===== src/rtl/rand_pkg.sv =====
// ============================================================================
// Module  : rand_pkg
// Brief   : Shared FSM state encoding and constant helpers for rand_gap_timer.
// Rev     : 1.0  initial release
// ============================================================================
`default_nettype none

package rand_pkg;

    typedef enum logic [1:0] {
        LOAD  = 2'd0,
        COUNT = 2'd1,
        FIRE  = 2'd2
    } state_t;

    // Smallest bit count able to hold values 0..value-1.
    function automatic int clog2(input int value);
        int r_bits;
        int v;
        r_bits = 0;
        v      = value - 1;
        while (v > 0) begin
            r_bits = r_bits + 1;
            v      = v >> 1;
        end
        return r_bits;
    endfunction

endpackage

`default_nettype wire


===== src/rtl/lfsr_core.sv =====
// ============================================================================
// Module  : lfsr_core
// Brief   : Left-shifting XNOR LFSR with all-ones lockup escape and load port.
// Rev     : 1.0  initial release
// ============================================================================
`default_nettype none

module lfsr_core #(
    parameter int               WIDTH = 8,
    parameter logic [WIDTH-1:0] TAPS  = 8'hB8,
    parameter logic [WIDTH-1:0] SEED  = '0
) (
    input  logic             clk,
    input  logic             reset,
    input  logic             step,
    input  logic             ld,
    input  logic [WIDTH-1:0] ld_val,
    output logic [WIDTH-1:0] q
);

    logic [WIDTH-1:0] r_q;
    logic             w_fb;
    logic [WIDTH-1:0] w_shift;
    logic [WIDTH-1:0] w_step_val;
    logic [WIDTH-1:0] w_ld_fix;

    assign w_fb    = ~^(r_q & TAPS);
    assign w_shift = {r_q[WIDTH-2:0], w_fb};

    // All-ones is the XNOR lockup state; both update paths redirect it to SEED.
    assign w_step_val = (&w_shift) ? SEED : w_shift;
    assign w_ld_fix   = (&ld_val)  ? SEED : ld_val;

    always_ff @(posedge clk) begin
        if (reset) begin
            r_q <= SEED;
        end else if (ld) begin
            r_q <= w_ld_fix;
        end else if (step) begin
            r_q <= w_step_val;
        end
    end

    assign q = r_q;

endmodule

`default_nettype wire


===== src/rtl/rand_gap_timer.sv =====
// ============================================================================
// Module  : rand_gap_timer
// Brief   : LFSR-randomised spawn timer: LOAD -> COUNT -> FIRE handshake.
//           Define RAND_SEED_LOAD_EN to add the seed_ld/seed_val reseed port.
// Rev     : 1.0  initial release
// ============================================================================
`default_nettype none

module rand_gap_timer
    import rand_pkg::*;
#(
    parameter int               WIDTH    = 8,
    parameter logic [WIDTH-1:0] TAPS     = 8'hB8,
    parameter logic [WIDTH-1:0] SEED     = '0,
    parameter int               GAP_BITS = 4,
    parameter int               MIN_GAP  = 15
) (
    input  logic             clk,
    input  logic             reset,
    input  logic             en,
    input  logic             spawn_ack,
`ifdef RAND_SEED_LOAD_EN
    input  logic             seed_ld,
    input  logic [WIDTH-1:0] seed_val,
`endif
    output logic [WIDTH-1:0] rnd,
    output logic             spawn,
    output logic             busy
);

    localparam int                 c_CNT_W = clog2(MIN_GAP + (1 << GAP_BITS));
    localparam logic [c_CNT_W-1:0] c_MIN   = c_CNT_W'(MIN_GAP);
    localparam logic [c_CNT_W-1:0] c_ONE   = c_CNT_W'(1);

    state_t             r_state;
    state_t             w_state_nxt;
    logic [c_CNT_W-1:0] r_gap_cnt;
    logic [c_CNT_W-1:0] w_gap_cnt_nxt;
    logic               w_step;
    logic               w_seed_ld;
    logic [WIDTH-1:0]   w_seed_val;
    logic               r_spawn;
    logic               r_busy;

`ifdef RAND_SEED_LOAD_EN
    assign w_seed_ld  = seed_ld;
    assign w_seed_val = seed_val;
`else
    assign w_seed_ld  = 1'b0;
    assign w_seed_val = '0;
`endif

    lfsr_core #(
        .WIDTH (WIDTH),
        .TAPS  (TAPS),
        .SEED  (SEED)
    ) u_lfsr (
        .clk    (clk),
        .reset  (reset),
        .step   (w_step),
        .ld     (w_seed_ld),
        .ld_val (w_seed_val),
        .q      (rnd)
    );

    always_comb begin
        w_state_nxt   = r_state;
        w_gap_cnt_nxt = r_gap_cnt;
        w_step        = 1'b0;
        case (r_state)
            LOAD: begin
                if (en) begin
                    // Gap is sampled from the pre-step LFSR value.
                    w_gap_cnt_nxt = c_MIN + {{(c_CNT_W-GAP_BITS){1'b0}}, rnd[GAP_BITS-1:0]};
                    w_step        = 1'b1;
                    w_state_nxt   = COUNT;
                end
            end
            COUNT: begin
                if (en) begin
                    if (r_gap_cnt == c_ONE) begin
                        w_state_nxt = FIRE;
                    end else begin
                        w_gap_cnt_nxt = r_gap_cnt - c_ONE;
                    end
                end
            end
            FIRE: begin
                if (spawn_ack) begin
                    w_state_nxt = LOAD;
                end
            end
            default: begin
                w_state_nxt = LOAD;
            end
        endcase
    end

    // Outputs are decoded from the next state so they register alongside it.
    always_ff @(posedge clk) begin
        if (reset) begin
            r_state   <= LOAD;
            r_gap_cnt <= '0;
            r_spawn   <= 1'b0;
            r_busy    <= 1'b0;
        end else begin
            r_state   <= w_state_nxt;
            r_gap_cnt <= w_gap_cnt_nxt;
            r_spawn   <= (w_state_nxt == FIRE);
            r_busy    <= (w_state_nxt == COUNT);
        end
    end

    assign spawn = r_spawn;
    assign busy  = r_busy;

endmodule

`default_nettype wire

===== config.mk =====
export PLATFORM = sky130hd
export DESIGN_NAME = rand_gap_timer
export DESIGN_NICKNAME = d
export VERILOG_FILES = /design/src/rtl/rand_pkg.sv /design/src/rtl/lfsr_core.sv /design/src/rtl/rand_gap_timer.sv
export SDC_FILE = /design/constraint.sdc
export NUM_CORES = 1
export LEC_CHECK = 0
export BUFFER_PORTS_ARGS = -buffer_cell sky130_fd_sc_hd__buf_4
export CAP_MARGIN = 20
export CORE_MARGIN = 3
export CORE_UTILIZATION = 40
export CTS_CLUSTER_SIZE = 30
export DETAILED_ROUTE_END_ITERATION = 6
export PLACE_DENSITY_LB_ADDON = 0.2
export SLEW_MARGIN = 0
export SYNTH_ARGS = -nofsm -noshare
export SYNTH_HDL_FRONTEND = slang
export SYNTH_SLANG_ARGS = --single-unit

===== constraint.sdc =====
create_clock -name clk -period 1.7 [get_ports clk]
set_input_delay 0.17 -clock clk [delete_from_list [all_inputs] [get_ports clk]]
set_output_delay 0.17 -clock clk [all_outputs]
set_load 0.005 [all_outputs]

==> flow_metrics.tcl, run 1 <==
set metrics [dict create \
    reg2reg_slack_ns 0.18 \
    clk_latency_ns 0.28 \
    crit_path_start_kind "flop" \
    drive_gt1_share_pct 20.91 \
    syn_area_um2 848.3 \
    required_ns 1.93 \
    holdWs_ns 0.1263 \
    timing.rr.end "r_gap_cnt[4]" \
    arrival_ns 1.74 \
    final_nets 118 \
    drtIter0Drc 5 \
    period_share_pct 89.33 \
    fin_crit_ns 1.519 \
    worstHoldStart "en" \
    slew_violations 0 \
    max_freq_mhz 658.5 \
    cts_setup_buffers 0 \
    fp.dieW_um 52.05 \
    grt_usage_pct 14.92 \
    post-route-drc-count 0 \
    synth_flop_cell "dfxtp_1" \
    hold_viol 0 \
    cts_buffer_depth 2 \
    grt_overflow_total 0 \
    fin_ws_ns 0.1814 \
    cts_root_buf "clkbuf_4" \
    synth.avg_cell_area_um2 9.221 \
    nFillCells 200 \
    most-common-layout-cells "dfxtp_1 (17), buf_4 (16), a21oi_1 (8)" \
    maxCapViolCount 0 \
    setup_viol 0 \
    stdcell_area_mm2 0.001020 \
    firstDrtPassIters 4 \
    whs_path_depth 2 \
    p_leak_nw 0.4200 \
    synth_warnings 0 \
    dieArea_mm2 0.002709 \
    syn_to_final_growth_pct 20.21 \
    synthCells 92 \
    antenna_found_initial 0 \
    grt_pass1_wl_mm 3.022 \
    cts.sinks 17 \
    hp-class "primary input to flop" \
    totalWireLength_mm 1.668 \
    ant_nets 0 \
    finalSetupTns_ns 0 \
    start_util_pct 42.80 \
    die_h_um 52.05 \
    core-area_mm2 0.001982 \
    yosysUniqueCellTypes 33 \
    layout_commonest_cell "dfxtp_1" \
    end_kind "flop" \
    place_ws_ns 0.2023 \
    clk_pin_slew_ns 0.09 \
    async_flop_share_pct 0 \
    regToRegStartpoint "r_gap_cnt[0]" \
    core.rowCount 16 \
    clock_skew_ns 0.002376 \
    syn_nets 99 \
    r2r_cells 6 \
    holdBufCountCts 0 \
    rsz0062_at_grt "no" \
    status "completed" \
    place_area_um2 987.2 \
    crit_fanout 4 \
    cts_tree "yes" \
    via_per_inst 5.263 \
    num_antenna_cells 0 \
    p_per_area_mw_per_mm2 799.6 \
    ir_worst_vdd_v 0.0004660 \
    gp_congestion 0.8346 \
    wire_per_inst_um 12.18 \
    numPortBuffers 13 \
    io_pins 14 \
    yosysSeqAreaShare_pct 40.12 \
    vias 721 \
    numCtsBuffers 3 \
    htreeDepth 1 \
    grt_pass1_vias 703 \
    worst-slew-pin-transition_ns 0.4035 \
    synth-seq-cells 17 \
    synth_edf_count 0 \
    grt_max_degree 13 \
    relSlewSlack_pct 72.41 \
    critical_path_class "flop to flop" \
    min_to "busy" \
    dp_hpwl_mm 1.272 \
]
-- timing repair --
action,in CTS,in global routing
endpoints found under the hold margin,0,0
gates resized for setup,0,1
endpoints found under the setup margin,0,2
-- through the flow --
stage	utilization, %	std cells	power [mW]
floorplan	-	92	0.5625
global placement	49.81	133	0.6066
detailed placement	49.81	133	0.6100
CTS	51.14	137	0.8245
global route	51.45	137	0.8655
finish	51.45	137	0.8154
-- cell type report --
cell class / instances / area (um2) / share of cell area, %
clock buffer: 4 / 26.28 / 2.577
inverter: 6 / 22.52 / 2.209
multi-input combinational: 67 / 476.7 / 46.75
sequential: 17 / 340.3 / 33.37
tap: 27 / 33.78 / 3.313
timing repair buffer: 16 / 120.1 / 11.78
-- cells in the mapped netlist, types with 2 or more instances --
library cell	number	area, um2
a2111oi_0	2	17.52
a21oi_1	8	40.04
nand3b_1	2	15.01
nand2_1	5	18.77
inv_1	6	22.52
a22o_1	7	61.31
dfxtp_1	17	340.3
ha_1	3	37.54
nor4b_1	2	17.52
nor2_1	6	22.52
xnor2_1	2	17.52
xor2_1	4	35.03
nor3_1	3	15.01
o21ai_0	4	20.02
nand4_1	2	12.51
nand2b_1	2	12.51
-- critical path, stage by stage (launching register included) --
cell	delay (ns)
dfxtp_1	0.38
inv_1	0.07
ha_1	0.22
nor3b_1	0.15
xnor2_1	0.12
a2111o_1	0.40
a21oi_1	0.11
-- logic make-up after synthesis --
| logic type | Yosys count | synth area share (%) |
|---|---|---|
| AOI/OAI and AO/OA | 27 | 22.27 |
| xor gates and xnor gates | 6 | 6.195 |
| adders and majority gates | 3 | 4.425 |
| buffers and inverters | 8 | 4.424 |
| DFF | 17 | 40.12 |
| muxes | 1 | 1.180 |
| and+or+nand+nor | 30 | 21.39 |
-- worst max-delay path by stage --
stage / start / to / slack, ns / depth (start not counted)
4_1_cts: r_gap_cnt[0] / r_gap_cnt[4] / 0.18 / 6
5_1_grt: r_gap_cnt[1] / r_gap_cnt[4] / 0.04 / 6
2_1_floorplan: r_gap_cnt[0] / r_gap_cnt[4] / 0.27 / 6
3_5_place_dp: r_gap_cnt[0] / r_gap_cnt[4] / 0.20 / 6
3_3_place_gp: r_gap_cnt[0] / r_gap_cnt[4] / 0.23 / 6
6_report: r_gap_cnt[0] / r_gap_cnt[4] / 0.18 / 6
-- routing by layer --
layer	part of all wire (%)	vias to the layer above	track usage, %
met3	3.7	2	2.579
met1	46	337	18.91
met2	50	8	23.85
met4	0.60	0	7.860
li1	-	374	-
met5	0	-	0
-- state kept, by name (all words and copies together) (netlist names) --
signal / count
busy: 1
r_state: 2
u_lfsr.q: 8
spawn: 1
r_gap_cnt: 5
-- where the power goes --
| part | leakage [nW] | switching [mW] | internal (mW) |
|---|---|---|---|
| clock | 0.0150 | 0.121 | 0.0911 |
| sequential | 0.139 | 0.0246 | 0.421 |
| combinational | 0.266 | 0.0782 | 0.0791 |
No activity file was read; power rests on OpenSTA's default activity.
==> run 2, diff against run 1 <==
- PLACE_DENSITY: unset -> 0.69
- PLACE_DENSITY_LB_ADDON: 0.2 -> unset
==> flow_metrics.tcl, run 2 (same netlist as run 1, synthesis figures left out) <==
set metrics [dict create \
    firstDrtPassIters 4 \
    totalWireLength_mm 1.686 \
    syn_to_final_growth_pct 20.50 \
    cts.sinks 17 \
    period_share_pct 90.96 \
    finalSetupTns_ns 0 \
    die_h_um 52.05 \
    status "completed" \
    critical-path-max-stage-delay_ns 0.55 \
    grt_overflow_total 0 \
    power_frac_seq_pct 53.9 \
    critical_path_class "flop to flop" \
    grt_usage_pct 14.11 \
    stdcell_area_mm2 0.001022 \
    place_area_um2 994.7 \
    p_leak_nw 0.4262 \
    drtIter0Drc 7 \
    cts_resized 0 \
    relSlewSlack_pct 65.90 \
    cts_root_buf "clkbuf_4" \
    maxCapViolCount 0 \
    gp_congestion 0.8494 \
    arrival_ns 1.69 \
    clock_skew_ns 0.006481 \
    numCtsBuffers 3 \
    io_pins 14 \
    grt_pass1_vias 627 \
    via_per_inst 5.203 \
    p_per_area_mw_per_mm2 803.1 \
    dieArea_mm2 0.002709 \
    max_freq_mhz 646.7 \
    htreeDepth 1 \
    rsz0062_at_grt "no" \
    cts_buffer_depth 2 \
    combPwrFrac_pct 19.4 \
    crit_fanout 8 \
    grt_max_degree 13 \
    fin_crit_ns 1.546 \
    start_util_pct 42.80 \
    core-area_mm2 0.001982 \
    cell_internal_pwr_mw 0.5881 \
    cts_setup_buffers 0 \
    clk_pin_slew_ns 0.10 \
    setup_viol 0 \
    post-route-drc-count 0 \
    antenna_found_initial 0 \
    p_sw_mw 0.2329 \
    core.rowCount 16 \
    final_nets 119 \
    crit_path_start_kind "flop" \
    holdBufCountCts 0 \
    fp.dieW_um 52.05 \
    end_kind "flop" \
    p_sw_share_pct 28.37 \
    hp-class "primary input to flop" \
    grt_pass1_wl_mm 2.753 \
    most-common-layout-cells "dfxtp_1 (17), buf_4 (17), a21oi_1 (8)" \
    wire_per_inst_um 12.22 \
    path_cells "nor4b_1 > and2_0 > a2111oi_0" \
    ant_nets 0 \
    ir_worst_vdd_v 0.0005924 \
    path_delay_family "compound AO/OA/AOI/OAI gates" \
    worst-slew-pin-transition_ns 0.4986 \
    hold_viol 0 \
    drive_gt1_share_pct 21.62 \
    slowest_stage "a2111oi_0" \
    worst-path-buf-inv 0 \
    num_antenna_cells 0 \
    vias 718 \
    slew_violations 0 \
    numPortBuffers 13 \
    p_clk_share_pct 26.7 \
    cts_tree "yes" \
    dp_hpwl_mm 1.258 \
    clk_latency_ns 0.30 \
    largest_reg_flops 8 \
    required_ns 1.84 \
    nFillCells 183 \
]
run 2: cell count changes in the layout (fill, tap and decap cells not counted), sizes merged:
cell	change
buf	+1
clkinv	+1
clkbuf	-1
run 2: worst paths after layout:
kind / to / slack (ns) / from / cells after the start
worst min register to register: r_gap_cnt[4] / 0.48 / r_gap_cnt[4] / 2
worst max register to register: busy / 0.15 / r_state[0] / 3
worst max-delay path: busy / 0.15 / r_state[0] / 3
worst min-delay path: r_state[0] / 0.1 / en / 2
run 2: layer usage:
metal	GRT usage (%)	part of all wire (%)	vias up
met3	6.017	4.7	4
li1	-	-	375
met1	17.61	47	328
met5	0	0	-
met2	21.34	47	11
met4	5.240	1.1	0
run 2: cell type report:
cell class | instances | area (um2) | area share, %
Clock inverter | 1 | 5.005 | 0.4896
Multi-Input combinational cell | 67 | 470.5 | 46.02
Timing Repair Buffer | 17 | 127.6 | 12.48
Tap cell | 27 | 33.78 | 3.305
Clock buffer | 3 | 22.52 | 2.203
Sequential cell | 17 | 340.3 | 33.29
Inverter | 6 | 22.52 | 2.203
run 2: worst reg2reg max path: cells and delay by family, from the launching register on:
family	cells	cell delay (ns)
AO/OA/AOI/OAI	1	0.55
flip-flops	1	0.39
AND/OR/NAND/NOR	2	0.44
run 2: per-stage QoR:
step	std cells	setup slack [ns]	util (%)	power, mW	hold WS [ns]
floorplan	92	0.2675	-	0.5625	0.2868
global placement	134	0.2243	50.19	0.6087	0.4111
detailed placement	134	0.1616	50.19	0.6125	0.4157
CTS	138	0.1346	51.58	0.8369	0.08555
global route	138	0.02114	51.58	0.8717	0.08091
finish	138	0.1537	51.58	0.8210	0.09635
run 2: power by group through the flow:
stage,Sequential (mW),Combinational (mW),Clock (mW)
global route,0.447,0.180,0.245
CTS,0.443,0.161,0.233
finish,0.443,0.159,0.219
detailed placement,0.452,0.160,0
global placement,0.451,0.158,0
floorplan,0.451,0.112,0
